[src/rtl/pmau_ctrl.sv]
// PMAU job sequencer: issues operand buffer reads row by row, waits for each dot
// product, writes it to the result buffer. Optional DRAIN timeout: PMAU_CTRL_TIMEOUT_EN.
module pmau_ctrl #(
  parameter int DATA_WIDTH = 16,
  parameter int ADDR_WIDTH = 10,
  parameter int CNT_WIDTH  = 8
) (
  input  logic                  CLK,
  input  logic                  RST,
  input  logic                  start,
  input  logic [CNT_WIDTH-1:0]  cfg_rows,
  input  logic [CNT_WIDTH-1:0]  cfg_outs,
  input  logic [ADDR_WIDTH-1:0] cfg_a_base,
  input  logic [ADDR_WIDTH-1:0] cfg_x_base,
  input  logic [ADDR_WIDTH-1:0] cfg_y_base,
  output logic                  a_rd_en,
  output logic                  x_rd_en,
  output logic [ADDR_WIDTH-1:0] a_rd_addr,
  output logic [ADDR_WIDTH-1:0] x_rd_addr,
  output logic                  pm_a_valid,
  output logic                  pm_x_valid,
  output logic                  pm_first_row,
  output logic                  pm_last_row,
  input  logic [DATA_WIDTH-1:0] pm_y_out,
  input  logic                  pm_y_valid,
  output logic                  y_wr_en,
  output logic [ADDR_WIDTH-1:0] y_wr_addr,
  output logic [DATA_WIDTH-1:0] y_wr_data,
  input  logic                  y_wr_ready,
  output logic                  busy,
  output logic                  done,
  output logic                  err
);

  typedef enum logic [2:0] {IDLE, ISSUE, DRAIN, WRITE, FIN} state_t;

  state_t                state, state_n;
  logic [CNT_WIDTH-1:0]  rows_q, rows_n;
  logic [CNT_WIDTH-1:0]  outs_q, outs_n;
  logic [ADDR_WIDTH-1:0] x_base_q, x_base_n;
  logic [ADDR_WIDTH-1:0] y_base_q, y_base_n;
  logic [CNT_WIDTH-1:0]  k, k_n;
  logic [CNT_WIDTH-1:0]  r, r_n;
  logic [ADDR_WIDTH-1:0] a_addr_n, x_addr_n, y_addr_n;
  logic [DATA_WIDTH-1:0] y_data_n;
  logic                  timeout;

  logic d_rd_en, d_pm_valid, d_first, d_last, d_wr_en, d_busy, d_done;

  // State, counters, latched configuration and all registered outputs
  always_ff @(posedge CLK or negedge RST) begin
    if (!RST) begin
      state        <= IDLE;
      rows_q       <= '0;
      outs_q       <= '0;
      x_base_q     <= '0;
      y_base_q     <= '0;
      k            <= '0;
      r            <= '0;
      a_rd_en      <= 1'b0;
      x_rd_en      <= 1'b0;
      a_rd_addr    <= '0;
      x_rd_addr    <= '0;
      pm_a_valid   <= 1'b0;
      pm_x_valid   <= 1'b0;
      pm_first_row <= 1'b0;
      pm_last_row  <= 1'b0;
      y_wr_en      <= 1'b0;
      y_wr_addr    <= '0;
      y_wr_data    <= '0;
      busy         <= 1'b0;
      done         <= 1'b0;
    end else begin
      state        <= state_n;
      rows_q       <= rows_n;
      outs_q       <= outs_n;
      x_base_q     <= x_base_n;
      y_base_q     <= y_base_n;
      k            <= k_n;
      r            <= r_n;
      a_rd_en      <= d_rd_en;
      x_rd_en      <= d_rd_en;
      a_rd_addr    <= a_addr_n;
      x_rd_addr    <= x_addr_n;
      pm_a_valid   <= d_pm_valid;
      pm_x_valid   <= d_pm_valid;
      pm_first_row <= d_first;
      pm_last_row  <= d_last;
      y_wr_en      <= d_wr_en;
      y_wr_addr    <= y_addr_n;
      y_wr_data    <= y_data_n;
      busy         <= d_busy;
      done         <= d_done;
    end
  end

  // a_base + k*rows + r walks contiguously across outputs, so the A address is a
  // running pointer bumped once per issued row (same value modulo 2^ADDR_WIDTH).
  always_comb begin
    state_n  = state;
    rows_n   = rows_q;
    outs_n   = outs_q;
    x_base_n = x_base_q;
    y_base_n = y_base_q;
    k_n      = k;
    r_n      = r;
    a_addr_n = a_rd_addr;
    x_addr_n = x_rd_addr;
    y_addr_n = y_wr_addr;
    y_data_n = y_wr_data;
    case (state)
      IDLE: begin
        if (start) begin
          rows_n   = cfg_rows;
          outs_n   = cfg_outs;
          x_base_n = cfg_x_base;
          y_base_n = cfg_y_base;
          k_n      = '0;
          r_n      = '0;
          if (cfg_rows == '0 || cfg_outs == '0) begin
            state_n = FIN;
          end else begin
            state_n  = ISSUE;
            a_addr_n = cfg_a_base;
            x_addr_n = cfg_x_base;
          end
        end
      end
      ISSUE: begin
        if (r == rows_q - 1'b1) begin
          state_n = DRAIN;
        end else begin
          r_n      = r + 1'b1;
          a_addr_n = a_rd_addr + 1'b1;
          x_addr_n = x_rd_addr + 1'b1;
        end
      end
      DRAIN: begin
        if (pm_y_valid) begin
          state_n  = WRITE;
          y_data_n = pm_y_out;
          y_addr_n = y_base_q + ADDR_WIDTH'(k);
        end else if (timeout) begin
          state_n = FIN;
        end
      end
      WRITE: begin
        if (y_wr_ready) begin
          if (k == outs_q - 1'b1) begin
            state_n = FIN;
          end else begin
            state_n  = ISSUE;
            k_n      = k + 1'b1;
            r_n      = '0;
            a_addr_n = a_rd_addr + 1'b1;
            x_addr_n = x_base_q;
          end
        end
      end
      FIN:     state_n = IDLE;
      default: state_n = IDLE;
    endcase
  end

  // Controls for the next cycle; PMAU strobes trail the read by one cycle
  always_comb begin
    d_rd_en    = (state_n == ISSUE);
    d_wr_en    = (state_n == WRITE);
    d_busy     = (state_n != IDLE);
    d_done     = (state_n == FIN);
    d_pm_valid = (state == ISSUE);
    d_first    = (state == ISSUE) && (r == '0);
    d_last     = (state == ISSUE) && (r == rows_q - 1'b1);
  end

`ifdef PMAU_CTRL_TIMEOUT_EN
  logic [5:0] to_cnt;

  assign timeout = (state == DRAIN) && !pm_y_valid && (to_cnt == 6'd63);

  always_ff @(posedge CLK or negedge RST) begin
    if (!RST) begin
      to_cnt <= '0;
      err    <= 1'b0;
    end else begin
      if (state != DRAIN)  to_cnt <= '0;
      else if (!pm_y_valid) to_cnt <= to_cnt + 1'b1;
      if (timeout) err <= 1'b1;
    end
  end
`else
  assign timeout = 1'b0;
  assign err     = 1'b0;
`endif

endmodule

[config.mk]
export PLATFORM = sky130hd
export DESIGN_NAME = pmau_ctrl
export DESIGN_NICKNAME = d
export VERILOG_FILES = /design/src/rtl/pmau_ctrl.sv
export SDC_FILE = /design/constraint.sdc
export NUM_CORES = 1
export LEC_CHECK = 0
export CELL_PAD_IN_SITES_DETAIL_PLACEMENT = 0
export CELL_PAD_IN_SITES_GLOBAL_PLACEMENT = 2
export CORE_MARGIN = 5
export CORE_UTILIZATION = 34
export DETAILED_ROUTE_END_ITERATION = 10
export PLACE_DENSITY = 0.93
export SYNTH_ARGS = -nofsm -noshare
export SYNTH_HDL_FRONTEND = slang
export SYNTH_SLANG_ARGS = --single-unit
export TNS_END_PERCENT = 30
[constraint.sdc]
create_clock -name CLK -period 4.8 [get_ports CLK]
set_clock_uncertainty 0.1 [all_clocks]
set_input_delay 0.96 -clock CLK [delete_from_list [all_inputs] [get_ports CLK]]
set_output_delay 0.96 -clock CLK [all_outputs]
set_load 0.03 [all_outputs]
==> summary.txt, run 1 <==
Clock tree
  • Clock H-tree levels: 3
  • Clock latency on the worst-skew pair: 350 ps
  • Post-CTS setup buffers: 0
  • Clock-pin transition on the worst setup and hold timing paths: 70 ps
  • # resized after CTS: 0
  • CTS buffer count: 9
  • Clk buf depth: 2
  • CTS tree: yes
  • Sink Count: 108
  • CTS root buf: clkbuf_16
  • CTS Hold Bufs: 0

Logic synthesis
  • Synthesized area per cell: 10.10 sq um
  • Yosys warns: 0
  • Mapped Cells: 560
  • Synth Cell Area: 5657 sq um
  • Sequential area share after synthesis: 47.78%
  • Ys flop type: dfrtp_1
  • Synth Register Bits: 108
  • Yosys top cell area share: 47.78%
  • Synth Net Count: 643
  • Top cell type by total area after synthesis: dfrtp_1
  • Ranking of synthesized cells by area: dfrtp_1, mux2_2, o21ai_0
  • Post-synth EDFFs: 0
  • Synth async-reset ratio: 100.0%
  • Unique masters post-synth: 59

Cells and area
  • Final instance area: 7320 sq um
  • Most common cell after layout, fill and taps aside: clkdlybuf4s50_1
  • Ant. Diodes: 0
  • Layout cell share with drive strength beyond 1: 12.20%
  • Nets: 751
  • Synthesis-to-layout area growth: 29.40%
  • Fillers: 1552
  • Multi-input gate area: 2706 sq um
  • Register area: 2703 sq um
  • Commonest cells after routing, fill and taps aside: clkdlybuf4s50_1, dfrtp_1, o21ai_0, nand2_1, mux2_2
  • Post-Layout Cell Count: 892

Detailed routing
  • DRC errors left: 0
  • WL per Instance: 15.72 microns
  • Vias per cell: 5.095
  • Routed Antenna Nets: 0
  • DR iter-0 viols: 293
  • WL final: 14020 microns
  • Via count: 4545
  • DRT Pass-1 Iters: 4

Hold path
  • Worst Hold Class: flip-flop to flip-flop
  • Hold Crit Start: y_wr_addr[4]

Critical path
  • CP Buf/Inv Count: 4
  • Critical Path Slowest Stage Cell: clkdlybuf4s50_1
  • Critical path's top delay family: buffers and inverters
  • Reg2reg start: state[1]
  • Max stage delay on crit path: 510 ps
  • CP endpoint: a_rd_addr[0]
  • Worst reg2reg path depth: 7
  • Worst r2r dst: a_rd_addr[0]
  • CP Cell Sequence: clkdlybuf4s50_1 > nor4b_2 > buf_4 > nand3_1 > nand2b_1 > a221oi_2 > inv_2 > nand3_4 > inv_6 > mux2i_1 > o21ai_0
  • Kind of critical path: input port to flip-flop
  • Setup crit end kind: flip-flop
  • Crit path DAT: 3460 ps
  • Data required time of the critical path: 4920 ps
  • Flop-to-flop setup slack: 1460 ps
  • Crit path launch type: input port
  • CP max FO: 41
  • Crit path depth: 11
  • Setup crit start: start

Run status
  • Status: completed

Timing
  • Max-slew violations: 0
  • Setup_tns: 0 ps
  • Worst Tran Pin Value: 874.8 ps
  • Max Clk Rate: 299.2 MHz
  • Max_slew headroom: 41.68%
  • Final setup fails: 0
  • Final Critical Period: 3342 ps
  • Final Hold Fails: 0
  • RSZ-0062 raised after global routing: no
  • Crit share post-route: 69.64%
  • Final Hold Slack: 376.6 ps

Floorplan
  • Die footprint: 19320 sq um
  • Die Width: 139.0 microns
  • Row count: 47
  • # IOs: 123
  • Core Footprint: 16470 sq um
  • Die Ht: 139.0 microns
  • Initial Util: 34.35%

Power
  • Seq pwr share: 37.4%
  • Net Switching: 1754 uW
  • Gate power share: 46.2%
  • Leakage: 0.003155 uW
  • Power per cell area: 575.6 nW/um^2
  • Sw Share: 41.63%
  • Clock share of power: 16.4%
  • P_int: 2459 uW
  • Worst VDD drop: 356.3 uV

Place
  • Post-DP Area: 7052 sq um
  • Port buffer count: 121
  • Routability-driven placement congestion ratio: 0.8271
  • Placed Instances: 877
  • Hpwl dp: 10290 microns

Run
  • Number of max-cap violations: 0

Global route
  • Initial antenna violation count: 0
  • Largest net degree at the start of global routing: 42
  • Global-route wire length before repair: 23650 microns
  • Vias in the first global route: 4725
  • GR Overflow Total: 0
  • Overall fraction of global-route tracks in use: 14.77%
metal layers:
layer	global-route usage, %	share of wire [%]	up-vias
met5	0	0	-
met4	5.407	2.1	0
met3	2.483	2.8	23
met2	25.49	50	83
met1	18.65	45	2228
li1	-	-	2211
Yosys cell counts, types with 4 or more instances:
cell type	instances
dfrtp_1	108
nand2_1	51
o21ai_0	51
mux2_2	46
nor2_1	36
a21oi_1	27
inv_1	26
clkbuf_1	24
nand3_1	18
ha_1	15
xnor2_1	15
xor2_1	15
and3_1	12
nor4_1	10
nor3_1	8
nand4_1	7
nor2b_1	6
a31oi_1	5
a221o_1	4
and2_1	4
buf_4	4
mux2i_1	4
nor3b_1	4
o311ai_0	4
o31ai_1	4
worst min path at each step:
stage	to	slack, ps	cells after the start
3_3_place_gp	y_wr_addr[3]	360	2
2_1_floorplan	x_base_q[1]	380	1
5_1_grt	y_wr_addr[5]	400	2
6_report	y_wr_addr[4]	380	2
3_5_place_dp	y_wr_addr[4]	370	2
4_1_cts	y_wr_addr[4]	380	2
power groups by stage:
stage          sequential (uW)  combinational, uW  clock (uW)
6_report                  1570               1950         691
3_5_place_dp              1590               1950           0
3_3_place_gp              1570               1900           0
2_1_floorplan             1750               1150           0
4_1_cts                   1570               1960         713
5_1_grt                   1630               2140         746
metrics by stage:
step                setup slack [ps]  power (uW)  utilization, %
floorplan                       1945        2907               -
global placement                1195        3478           42.83
detailed placement              1100        3543           42.83
CTS                             1467        4252           44.45
global route                    1102        4517           44.45
finish                          1458        4213           44.45
cell type report:
class	instances	share of cell area, %
well taps	220	3.761
inverters	29	1.556
clock buffers	10	3.128
clock inverters	5	0.5299
multi-input cells	393	36.97
repair buffers	127	17.13
flip-flops and latches	108	36.92
logic make-up (layout without fill, tap and decap cells):
family                     Yosys count  count (layout)  share of synthesized area (%)
muxes                               50              50                          9.865
DFF                                108             108                          47.78
xor gates and xnor gates            30              30                          4.645
AOI/OAI and AO/OA                  122             122                          13.89
other                                1               1                        0.06629
adders and majority gates           16              16                          3.672
buffers and inverters               59             171                          4.534
and+or+nand+nor                    174             174                          15.55
registers in the layout (all words and copies together) (netlist names):
signal	flops
a_rd_addr	10
busy	1
done	1
k	8
outs_q	8
pm_first_row	1
pm_last_row	1
pm_x_valid	1
r	8
rows_q	8
state	3
x_base_q	10
x_rd_addr	10
x_rd_en	1
y_base_q	10
y_wr_addr	10
y_wr_data	16
y_wr_en	1
worst reg2reg max path: stages, from the launching register on:
cell      delay [ps]
dfrtp_1          920
nand2b_1         400
clkinv_1         400
a32oi_1          510
nand3_4          360
inv_6            250
mux2i_1          190
o21ai_0           90
No activity file was read; power rests on OpenSTA's default activity.
==> run 2, diff against run 1 <==
Settings changed: CORE_UTILIZATION 34 to 29, PLACE_DENSITY 0.93 to 0.85.
Clock period 4.8 ns to 2.73 ns, I/O delays scaled along.
==> summary.txt, run 2 (synthesized netlist as in run 1, its figures left out) <==
Detailed routing
  • WL per Instance: 15.53 microns (-1.2%)
  • Vias per cell: 4.840 (-5.0%)
  • DR iter-0 viols: 254 (-13%)
  • Routed Antenna Nets: 0 (unchanged)
  • DRC errors left: 0 (unchanged)
  • DRT Pass-1 Iters: 4 (unchanged)
  • WL final: 15200 microns (+8.4%)
  • Via count: 4738 (+4.2%)

Clock tree
  • Clk buf depth: 2 (unchanged)
  • Clock-pin transition on the worst setup and hold timing paths: 80 ps (about the same)
  • Sink Count: 108 (unchanged)
  • Clock latency on the worst-skew pair: 360 ps (about the same)
  • CTS root buf: clkbuf_16
  • Clock H-tree levels: 3 (unchanged)
  • CTS Hold Bufs: 0 (unchanged)
  • CTS buffer count: 9 (unchanged)
  • CTS tree: yes

Timing
  • Final Hold Fails: 0 (unchanged)
  • Final setup fails: 22 (+22)
  • Final Hold Slack: 89.40 ps (-287.2 ps)
  • Worst Tran Pin Value: 791.4 ps (-83.39 ps)
  • Setup_tns: -2090 ps (-2090 ps)
  • Max Clk Rate: 346.5 MHz
  • Crit share post-route: 105.7%
  • Max-slew violations: 0 (unchanged)
  • RSZ-0062 raised after global routing: yes
  • PnR worst setup slack: -155.9 ps (-1613 ps)
  • Max_slew headroom: 47.24% (+5.6 points)
  • Final Critical Period: 2886 ps

Critical path
  • Worst reg2reg path depth: 12 (+5)
  • CP max FO: 7 (-83%)
  • Data required time of the critical path: 2870 ps (-2050 ps)
  • Setup crit end kind: flip-flop
  • Kind of critical path: flip-flop to flip-flop
  • Crit path launch type: flip-flop
  • Crit path DAT: 3020 ps (-440 ps)

Run status
  • Failing checks: negative setup slack
  • Status: complete, but fails checks

Power
  • Tot Pwr: 8152 uW (+93%)
  • Leakage: 0.003380 uW (+7.1%)
  • Power per cell area: 1043 nW/um^2 (+81%)
  • Worst VDD drop: 373.2 uV (+4.7%)

Global route
  • Vias in the first global route: 4910 (+3.9%)
  • Largest net degree at the start of global routing: 44 (+4.8%)
  • Global-route wire length before repair: 24460 microns (+3.4%)
  • GR Overflow Total: 0 (unchanged)
  • Initial antenna violation count: 0 (unchanged)
  • Overall fraction of global-route tracks in use: 13.62% (-1.2 points)

Cells and area
  • Ant. Diodes: 0 (unchanged)
  • Finished Core Util: 40.41% (-4.0 points)
  • Commonest cells after routing, fill and taps aside: clkdlybuf4s50_1, dfrtp_1, nand2_1, mux2_2
  • Fillers: 1916 (+23%)
  • Most common cell after layout, fill and taps aside: clkdlybuf4s50_1
  • Layout cell share with drive strength beyond 1: 20.31% (+8.1 points)
  • Synthesis-to-layout area growth: 38.13%
  • Biggest register: y_wr_data
  • Max reg flops: 16 (unchanged)
  • Nets: 792 (+5.5%)

Floorplan
  • Die Ht: 149.7 microns (+7.7%)
  • Row count: 51 (+8.5%)
  • Initial Util: 29.26% (-5.1 points)
  • Core Footprint: 19330 sq um (+17%)
  • Die Width: 149.7 microns (+7.7%)
  • # IOs: 123 (unchanged)
  • Die footprint: 22400 sq um (+16%)

Place
  • Pre-CTS setup slack: -147.0 ps (-1247 ps)
  • Routability-driven placement congestion ratio: 0.8077 (-2.3%)
  • Hpwl dp: 11220 microns (+9.0%)
  • Port buffer count: 121 (unchanged)

Hold path
  • Worst Hold Class: input port to async pin

Run
  • Number of max-cap violations: 0 (unchanged)
-- run 2: cell count changes in the layout (fill, tap and decap cells not counted), sizes merged --
cell      change
buf          +40
clkbuf        +2
clkinv        -2
clkinvlp      +1
inv           +1
-- run 2: cell type report --
cell class	instances	area, sq um	share of cell area, %
Sequential cell	108	2704	34.60
Clock buffer	12	256.5	3.283
Clock inverter	4	32.53	0.4163
Timing Repair Buffer	167	1582	20.24
Tap cell	265	331.6	4.243
Timing Repair inverter	1	6.256	0.08006
Multi-Input combinational cell	393	2785	35.64
Inverter	29	116.4	1.489
-- run 2: critical path, stage by stage, from the launching register on --
cell       delay (ps)
dfrtp_1           390
inv_2              80
ha_4              120
or3b_4            380
or4_4             420
a32oi_2           230
o211ai_2          160
a221oi_2          310
inv_2              90
nand3_4           170
buf_6             160
a21oi_2            30
a2bb2oi_1         130
-- run 2: path summary, 6_finish.rpt --
kind	start	end	slack, ps
max	outs_q[0]	a_rd_addr[5]	-160
max reg2reg	outs_q[0]	a_rd_addr[5]	-160
min	RST	a_rd_addr[4]	90
max in group asynchronous	RST	x_rd_addr[4]	1740
min in group CLK	y_wr_addr[5]	y_wr_addr[5]	380
min reg2reg	y_wr_addr[5]	y_wr_addr[5]	380
-- run 2: routing by layer --
metal	GRT usage, %	vias to the layer above	share of wire, %
met3	2.847	27	5.5
met1	16.51	2321	43
met5	0	-	0
met2	23.94	105	50
met4	4.803	0	2.1
li1	-	2285	-
-- run 2: where the power goes --
| group | internal [uW] | total (uW) | leakage (uW) | switching [uW] |
|---|---|---|---|---|
| logic | 1970 | 4160 | 0.00189 | 2190 |
| clock network | 675 | 1280 | 0.000135 | 605 |
| registers | 2180 | 2710 | 0.00136 | 532 |
-- run 2: repair_timing --
item / in CTS / in global routing
setup buffers: 5 / 2
endpoints found under the setup margin: 22 / 37
gates cloned: 1 / 1
hold endpoints to repair: 0 / 0
pin swaps: 3 / 7
gates resized for setup: 9 / 30
-- run 2: metrics by stage --
step | instances | instance area, sq um
CTS | 976 | 7719
floorplan | 560 | 5662
global route | 979 | 7814
global placement | 954 | 7366
finish | 979 | 7814
detailed placement | 954 | 7366
